--- src/rtl/cpu_types_pkg.sv ---
// Shared core types: the machine word, the memory arbiter state encoding and
// a helper that sizes saturating counters from their limit.
package cpu_types_pkg;

  localparam int WORD_W = 32;

  typedef logic [WORD_W-1:0] word_t;

  typedef enum logic [1:0] {
    IDLE    = 2'd0,
    GRANT_I = 2'd1,
    GRANT_D = 2'd2
  } arb_state_t;

  // Bits needed to hold 0..limit; a limit of 0 still gets one bit.
  function automatic int cnt_width(input int limit);
    int w;
    w = $clog2(limit + 1);
    return (w < 1) ? 1 : w;
  endfunction

endpackage

--- src/rtl/mem_arbiter_sat_counter.sv ---
// Up-counter that stops at LIMIT and never wraps; clear wins over increment.
module sat_counter
  import cpu_types_pkg::*;
#(
  parameter int LIMIT = 1,
  parameter int W     = cnt_width(LIMIT)
) (
  input  logic         CLK,
  input  logic         RST,
  input  logic         inc,
  input  logic         clr,
  output logic [W-1:0] cnt,
  output logic         sat
);

  localparam logic [W-1:0] MAX = W'(LIMIT);

  assign sat = (cnt == MAX);

  // NOTE: state is updated with non-blocking assignments so every flop
  // samples pre-edge values regardless of block ordering.
  always_ff @(posedge CLK) begin
    if (RST || clr) begin
      cnt <= '0;
    end else if (inc && !sat) begin
      cnt <= cnt + 1'b1;
    end
  end

endmodule

--- src/rtl/mem_arbiter.sv ---
// Single-port RAM arbiter between instruction fetch and data access, with
// data priority, bounded fetch starvation and a sticky RAM-timeout flag.
module mem_arbiter
  import cpu_types_pkg::*;
#(
  parameter int STARVE_LIMIT = 4,
  parameter int TIMEOUT      = 255,
  parameter int AW           = $bits(word_t),
  parameter int DW           = $bits(word_t)
) (
  input  logic          CLK,
  input  logic          RST,
  input  logic          iREN,
  input  logic [AW-1:0] iaddr,
  output logic          iwait,
  output logic [DW-1:0] iload,
  input  logic          dREN,
  input  logic          dWEN,
  input  logic [AW-1:0] daddr,
  input  logic [DW-1:0] dstore,
  output logic          dwait,
  output logic [DW-1:0] dload,
  output logic          ramREN,
  output logic          ramWEN,
  output logic [AW-1:0] ramaddr,
  output logic [DW-1:0] ramstore,
  input  logic [DW-1:0] ramload,
  input  logic          ram_ack,
  output logic          ram_err
);

  localparam int SW = cnt_width(STARVE_LIMIT);
  localparam int TW = cnt_width(TIMEOUT);

  arb_state_t    state, state_nxt;
  logic          d_req;
  logic          i_done, d_done;
  logic          starve_sat, starve_force;
  logic          to_sat, to_hit;
  logic [SW-1:0] starve_cnt;
  logic [TW-1:0] to_cnt;

  assign d_req        = dREN | dWEN;
  assign starve_force = (STARVE_LIMIT != 0) && starve_sat;
  assign to_hit       = (TIMEOUT != 0) && (state != IDLE) && to_sat;

  always_ff @(posedge CLK) begin
    if (RST) begin
      state <= IDLE;
    end else begin
      state <= state_nxt;
    end
  end

  always_ff @(posedge CLK) begin
    if (RST) begin
      ram_err <= 1'b0;
    end else if (to_hit) begin
      ram_err <= 1'b1;
    end
  end

  // NOTE: every output of this block gets a default before the case so no
  // path through it leaves a signal unassigned (no latches).
  always_comb begin
    state_nxt = state;
    ramREN    = 1'b0;
    ramWEN    = 1'b0;
    ramaddr   = '0;
    ramstore  = '0;
    iwait     = 1'b1;
    dwait     = 1'b1;
    iload     = '0;
    dload     = '0;
    i_done    = 1'b0;
    d_done    = 1'b0;

    unique case (state)
      IDLE: begin
        if (iREN && (!d_req || starve_force)) begin
          state_nxt = GRANT_I;
        end else if (d_req) begin
          state_nxt = GRANT_D;
        end
      end

      GRANT_I: begin
        ramREN  = iREN;
        ramaddr = iaddr;
        if (!iREN) begin
          state_nxt = IDLE;
        end else if (ram_ack) begin
          iwait     = 1'b0;
          iload     = ramload;
          i_done    = 1'b1;
          state_nxt = IDLE;
        end
      end

      GRANT_D: begin
        // A write wins when the requester raises both strobes.
        ramREN   = dREN && !dWEN;
        ramWEN   = dWEN;
        ramaddr  = daddr;
        ramstore = dstore;
        if (!d_req) begin
          state_nxt = IDLE;
        end else if (ram_ack) begin
          dwait     = 1'b0;
          dload     = dWEN ? '0 : ramload;
          d_done    = 1'b1;
          state_nxt = IDLE;
        end
      end

      default: state_nxt = IDLE;
    endcase
  end

  // Data wins only while the fetch side has not yet waited STARVE_LIMIT grants.
  sat_counter #(
    .LIMIT (STARVE_LIMIT),
    .W     (SW)
  ) u_starve_cnt (
    .CLK (CLK),
    .RST (RST),
    .inc (d_done && iREN),
    .clr (i_done || (d_done && !iREN)),
    .cnt (starve_cnt),
    .sat (starve_sat)
  );

  sat_counter #(
    .LIMIT (TIMEOUT),
    .W     (TW)
  ) u_to_cnt (
    .CLK (CLK),
    .RST (RST),
    .inc (state != IDLE),
    .clr (state == IDLE),
    .cnt (to_cnt),
    .sat (to_sat)
  );

  starve_cnt_bounded: assert property (@(posedge CLK) disable iff (RST)
    starve_cnt <= SW'(STARVE_LIMIT));

  to_cnt_bounded: assert property (@(posedge CLK) disable iff (RST)
    to_cnt <= TW'(TIMEOUT));

endmodule

--- config.mk ---
export PLATFORM = sky130hd
export DESIGN_NAME = mem_arbiter
export DESIGN_NICKNAME = d
export VERILOG_FILES = /design/src/rtl/cpu_types_pkg.sv /design/src/rtl/mem_arbiter_sat_counter.sv /design/src/rtl/mem_arbiter.sv
export SDC_FILE = /design/constraint.sdc
export NUM_CORES = 1
export LEC_CHECK = 0
export BUFFER_PORTS_ARGS = -buffer_cell sky130_fd_sc_hd__buf_2
export CORE_AREA = 2 2 104 106
export CTS_CLUSTER_DIAMETER = 40
export CTS_CLUSTER_SIZE = 14
export DETAILED_ROUTE_END_ITERATION = 12
export DIE_AREA = 0 0 106 108
export PLACE_DENSITY_LB_ADDON = 0.1
export RECOVER_POWER = 50
export SLEW_MARGIN = 20
export SYNTH_ARGS = -nofsm -noshare
export SYNTH_HDL_FRONTEND = slang
export SYNTH_HIERARCHICAL = 1
export SYNTH_SLANG_ARGS = --single-unit
--- constraint.sdc ---
create_clock -name CLK -period 1.7 [get_ports CLK]
set_clock_uncertainty 0.1 [all_clocks]
set_input_delay 0.17 -clock CLK [delete_from_list [all_inputs] [get_ports CLK]]
set_output_delay 0.17 -clock CLK [all_outputs]
set_load 0.005 [all_outputs]
==> metrics, run 1 <==
final routed DRC violation total 0; fin crit period 1740 ps; Rows 37; final non-filler cell total 692; placed instance count 682; sequential area share after synthesis 0.136; pin count of the biggest net entering global routing 37; CP Max Fanout 17; slowest CP cell dfxtp_4; Max clock buf depth 2; Reg2Reg Setup Slack 20 ps; Power Density 332 mW/mm²; Placed Area 0.00359 mm²; TritonCTS Buffers 3; # IOs 267; Synth Register Bits 14; crit end category output pin; clock sinks 14; Post-synth EDFFs 0; Max transition margin 0.772; routability congestion estimate from global placement 0.843; Starting Density 0.202; Final Hold Viols 0; FILL cells 1086; nets 699; CP Launch Type flop; syn avg cell area 7.19 µm²; post-place setup slack 20.4 ps; peak supply drop 247 µV; outcome complete, but fails checks; die area 0.0114 mm²; max-cap viol count 0; share of post-route cells with drive strength above 1 0.626; Area Overhead vs Synth 99.0%; failing checks setup timing; ANT cells 0; clock insertion delay at the later pin of the skew report 240 ps; commonest non-fill, non-tap cell in the layout buf_2; Tot GR Track Use 0.151; synth warn 6; Synth Instances 287; CP cell instances inv_6 -> ha_4 -> and3_4 -> buf_8 -> and2_1 -> buf_2; crit share post-route 1.02; WP data required 1430 ps; final setup margin -37.6 ps; final HPWL from detailed placement 7.86 mm; Die Ht 108 µm; path category of the worst min-delay check input pin to flop; Root Buffer Master clkbuf_8; drt pass-1 iters 4; CP peak stage delay 410 ps; leakage 0.00214 µW; synthesized area 0.00206 mm²; Fmax achieved 0.576 GHz; RSZ-0062 raised after global routing yes; Port Buffer Count 266; Main synth FF type dfxtp_1; Setup CP Type flop to output pin; Routed wire per std cell 14.2 µm; commonest cells after routing, fill and taps aside 242 x buf_2, 75 x and2_1, 32 x nor2b_1; Power Total 1360 µW; H-tree depth reported by CTS 1; post-route ant nets 0; Detailed Route WL 9.84 mm; Worst-path clk slew 60 ps; Largest delay share family, worst path flip-flops; core area 0.0102 mm²; DIE WIDTH 106 µm; first-pass GRT wire length 14.0 mm; synth unique cells 46; # setup viols final 35; CTS tree built; total gr overflow 0; number of global-route vias before repair 2725; Synth async-reset ratio 0; Starting DRT DRC Count 124; Slew Viols, Final 0; DR vias 3050; Final Cell Area 0.00411 mm²; Mapped Nets 429; Critical Path AT 1470 ps; Bufs and invs on worst path 3; Worst Tran Pin Value 337 ps; Avg Vias per Cell 4.41; final core occ 0.401; initial antenna violation count 0
[final timing paths]
| check | cells after the start | startpoint | to |
|---|---|---|---|
| worst min-delay path | 2 | RST | ram_err |
| worst max register to register | 7 | state[0] | u_starve_cnt/cnt[1] |
| worst min register to register | 2 | ram_err | ram_err |
| worst max-delay path | 6 | state[1] | iload[27] |
[cell families after synthesis]
group / Yosys count / synth area share
simple gates: 165 / 0.491
mux: 5 / 0.0255
compound gates: 63 / 0.222
buf+inv: 32 / 0.0776
flops: 14 / 0.136
fa+ha+maj: 8 / 0.0485
[final cells by class]
cell class	count	area [µm²]	share of cell area
Inverter	11	51.3	0.0125
Tap cell	136	170	0.0414
Clock buffer	4	55.1	0.0134
Timing Repair Buffer	283	1670	0.406
Multi-Input combinational cell	244	1870	0.456
Sequential cell	14	288	0.0701
[registers in the layout, indices dropped and copies added, names as in the netlist]
register	cells
u_to_cnt/cnt	8
u_starve_cnt/cnt	3
state	2
ram_err	1
[synth_stat cells (3+ instances only)]
cell / number / share of area
a2111oi_0: 3 / 0.013
a21oi_1: 6 / 0.015
a22oi_1: 32 / 0.12
and2_1: 98 / 0.30
buf_2: 11 / 0.027
buf_6: 3 / 0.016
clkbuf_1: 6 / 0.011
dfxtp_1: 14 / 0.14
ha_1: 8 / 0.048
inv_1: 10 / 0.018
mux2i_1: 3 / 0.015
nand2_1: 11 / 0.020
nor2_1: 5 / 0.0091
nor2b_1: 32 / 0.097
nor3b_1: 3 / 0.011
o21ai_0: 5 / 0.012
[routing by layer]
metal / routed length (µm) / global-route usage / vias up
met1: 3720 / 0.176 / 1401
met2: 5480 / 0.297 / 122
met5: 0 / 0 / -
met4: 2 / 0.00282 / 0
li1: - / - / 1525
met3: 630 / 0.0319 / 2
[per-stage QoR]
stage,TNS [ps],hold WS [ps]
4_1_cts,-293,167
3_5_place_dp,0,387
2_1_floorplan,0,142
5_1_grt,-6410,202
3_3_place_gp,0,374
6_report,-683,191
[what timing repair did]
item	4_1_cts	5_1_grt
resized for setup	24	72
setup endpoints to repair	97	102
pin swaps	17	30
setup buffers	0	3
cloned	2	1
hold buffers	0	0
[power by group]
part	switching, µW	leakage, µW	internal [µW]
clock	120	0.0000288	205
combinational	303	0.00200	390
sequential	11.7	0.000115	333
total	435	0.00214	928
[worst register-to-register path: stages (launching register included)]
cell and delay, ps:
dfxtp_4 370, inv_6 90, ha_4 150, o211ai_1 100, buf_4 170, o21ai_4 240
nor3b_2 80, mux2_4 270
Power figures use the tool's default switching activity.
==> inputs of run 2 (changes only) <==
--- a/config.mk
+++ b/config.mk
@@ -6,11 +6,12 @@
 export NUM_CORES = 1
 export LEC_CHECK = 0
 export BUFFER_PORTS_ARGS = -buffer_cell sky130_fd_sc_hd__buf_2
-export CORE_AREA = 2 2 104 106
+export CORE_AREA = 2 2 103 105
+export CTS_BUF_LIST = sky130_fd_sc_hd__clkbuf_8
 export CTS_CLUSTER_DIAMETER = 40
 export CTS_CLUSTER_SIZE = 14
 export DETAILED_ROUTE_END_ITERATION = 12
-export DIE_AREA = 0 0 106 108
+export DIE_AREA = 0 0 105 107
 export PLACE_DENSITY_LB_ADDON = 0.1
 export RECOVER_POWER = 50
 export SLEW_MARGIN = 20
==> run 2 against run 1 <==
Against the previous run: the flow still finishes with violations (setup timing); non-clock buffer count increased by 4; setup slack got worse by 9.6 ps; via count increased by 3.4%; clock power increased by 2%; combinational power increased by 4.3%; count of clock-buffer cells in the layout unchanged; largest power group unchanged.
==> metrics, run 2 (synthesized netlist as in run 1, its figures left out) <==
Worst Tran Pin Value 389 ps (+51.9 ps); commonest non-fill, non-tap cell in the layout buf_2; Slew Viols, Final 0 (unchanged); routability congestion estimate from global placement 0.814 (-3.4%); die area 0.0112 mm² (-1.9%); Tot GR Track Use 0.163 (+0.0122); multi-input logic area 0.00188 mm² (+0.33%); path category of the worst min-delay check input pin to flop; final HPWL from detailed placement 8.00 mm (+1.7%); Reg2Reg Setup Slack -10 ps (-30 ps); Detailed Route WL 10.8 mm (+10%); WHS 165 ps (-26.5 ps); Final Hold Viols 0 (unchanged); TritonCTS Buffers 3 (unchanged); Top Registers u_to_cnt/cnt x8, u_starve_cnt/cnt x3, state x2; Worst-path clk slew 60 ps (about the same); Power Density 324 mW/mm² (-2.4%); Die Ht 107 µm (-0.93%); CP Max Fanout 8 (-9); fin crit period 1750 ps (+9.59 ps); nets 703 (+0.57%); Starting DRT DRC Count 117 (-5.6%); core area 0.0101 mm² (-1.4%); clock network power share 0.238 (about the same); number of global-route vias before repair 2927 (+7.4%); DR vias 3155 (+3.4%); post-route ant nets 0 (unchanged); max-cap viol count 0 (unchanged); Final Cell Area 0.00431 mm² (+4.8%); CTS tree built; Port Buffer Count 266 (unchanged); total gr overflow 0 (unchanged); peak supply drop 257 µV (+4.0%); # setup viols final 83 (+140%); leakage 0.00219 µW (+2.2%); WP data required 1430 ps (about the same); largest register by flop count u_to_cnt/cnt; RSZ-0062 raised after global routing yes; Rows 37 (unchanged); FILL cells 1032 (-5.0%); max reg flops 8 (unchanged); pin count of the biggest net entering global routing 37 (unchanged); Critical Path AT 1480 ps (about the same); Area Overhead vs Synth 109%; Storage cell area 288 µm² (unchanged); slowest CP cell dfxtp_4; # IOs 267 (unchanged); DIE WIDTH 105 µm (-0.94%); commonest cells after routing, fill and taps aside 219 x buf_2, 51 x buf_6, 48 x and2_1; CP cell instances inv_4 -> ha_4 -> and3_2 -> and2_1 -> buf_2; Fmax achieved 0.572 GHz (-0.55%); failing checks setup timing; Setup CP Type flop to output pin; initial antenna violation count 1 (+1); Placed Area 0.00357 mm² (-0.42%); Pint 942 µW (+1.5%); first-pass GRT wire length 15.0 mm (+7.0%); outcome complete, but fails checks; CP peak stage delay 370 ps (-40 ps); Max transition margin 0.737 (-0.0351); final routed DRC violation total 0 (unchanged); drt pass-1 iters 4 (unchanged); share of post-route cells with drive strength above 1 0.652 (+0.0259); Comb pwr share 0.518 (+0.009); part of the power in registers 0.244 (-0.009); Root Buffer Master clkbuf_8; switch share 0.324 (+0.00544); Max clock buf depth 2 (unchanged); H-tree depth reported by CTS 1 (unchanged); Avg Vias per Cell 4.53 (+2.7%); CP Launch Type flop; switching pwr 452 µW (+4.1%); clock sinks 14 (unchanged); final setup margin -47.1 ps (-9.59 ps); Starting Density 0.205 (+0.00278); clock insertion delay at the later pin of the skew report 250 ps (about the same); Routed wire per std cell 15.6 µm (+9.4%); crit end category output pin; crit share post-route 1.03 (+0.00564)
==> run 2: cell types whose count changed in the layout (fill, tap and decap cells not counted), sizes merged <==
cell    before  now
clkbuf       5    8
diode        0    1
buf        282  283
==> run 2: through the flow <==
step | setup TNS [ps] | util | cells | power, µW | setup WS [ps]
after CTS | -427 | 0.381 | 691 | 1340 | -25.6
after detailed placement | 0 | 0.354 | 680 | 954 | 19.0
after global routing | -8910 | 0.427 | 697 | 1490 | -121
after global placement | 0 | 0.354 | 680 | 947 | 52.9
final | -1340 | 0.427 | 697 | 1390 | -47.1
after floorplan | 0 | - | 287 | 623 | 15.5
==> run 2: area by class of cell <==
cell class / count / share of cell area
multi-input combinational: 244 / 0.437
timing repair buffer: 287 / 0.433
sequential: 14 / 0.0668
tap: 136 / 0.0395
clock buffer: 4 / 0.0128
inverter: 11 / 0.0107
antenna: 1 / 0.000581
==> run 2: worst paths after layout <==
| path | startpoint | endpoint | cells after the start |
|---|---|---|---|
| worst max-delay path | state[0] | dload[5] | 5 |
| worst min-delay path | RST | ram_err | 2 |
| worst min register to register | u_to_cnt/cnt[1] | u_to_cnt/cnt[1] | 2 |
| worst max register to register | state[0] | u_starve_cnt/cnt[1] | 6 |
==> run 2: layer usage <==
metal | vias to the layer above | global-route usage | share of wire
li1 | 1538 | - | -
met1 | 1485 | 0.179 | 0.36
met2 | 118 | 0.332 | 0.57
met3 | 14 | 0.0292 | 0.058
met4 | 0 | 0.0143 | 0.012
met5 | - | 0 | 0
==> run 2: repair_timing <==
item / 4_1_cts / 5_1_grt
pin swaps: 11 / 32
endpoints found under the setup margin: 99 / 101
setup buffers: 3 / 3
hold buffers: 0 / 0
gates resized for setup: 35 / 97
cloned: 4 / 2
==> run 2: critical path: cells and delay by family (launching register included) <==
kind | cells | cell delay [ps]
adders and majority gates | 1 | 210
buffers and inverters | 2 | 220
and+or+nand+nor | 2 | 440
DFF | 1 | 370
==> run 2: power groups by stage <==
stage | Sequential, µW | Clock (µW) | Combinational, µW
after floorplan | 348 | 0 | 275
after global placement | 349 | 0 | 598
after detailed placement | 349 | 0 | 605
after CTS | 340 | 342 | 658
after global routing | 341 | 354 | 795
final | 340 | 332 | 723
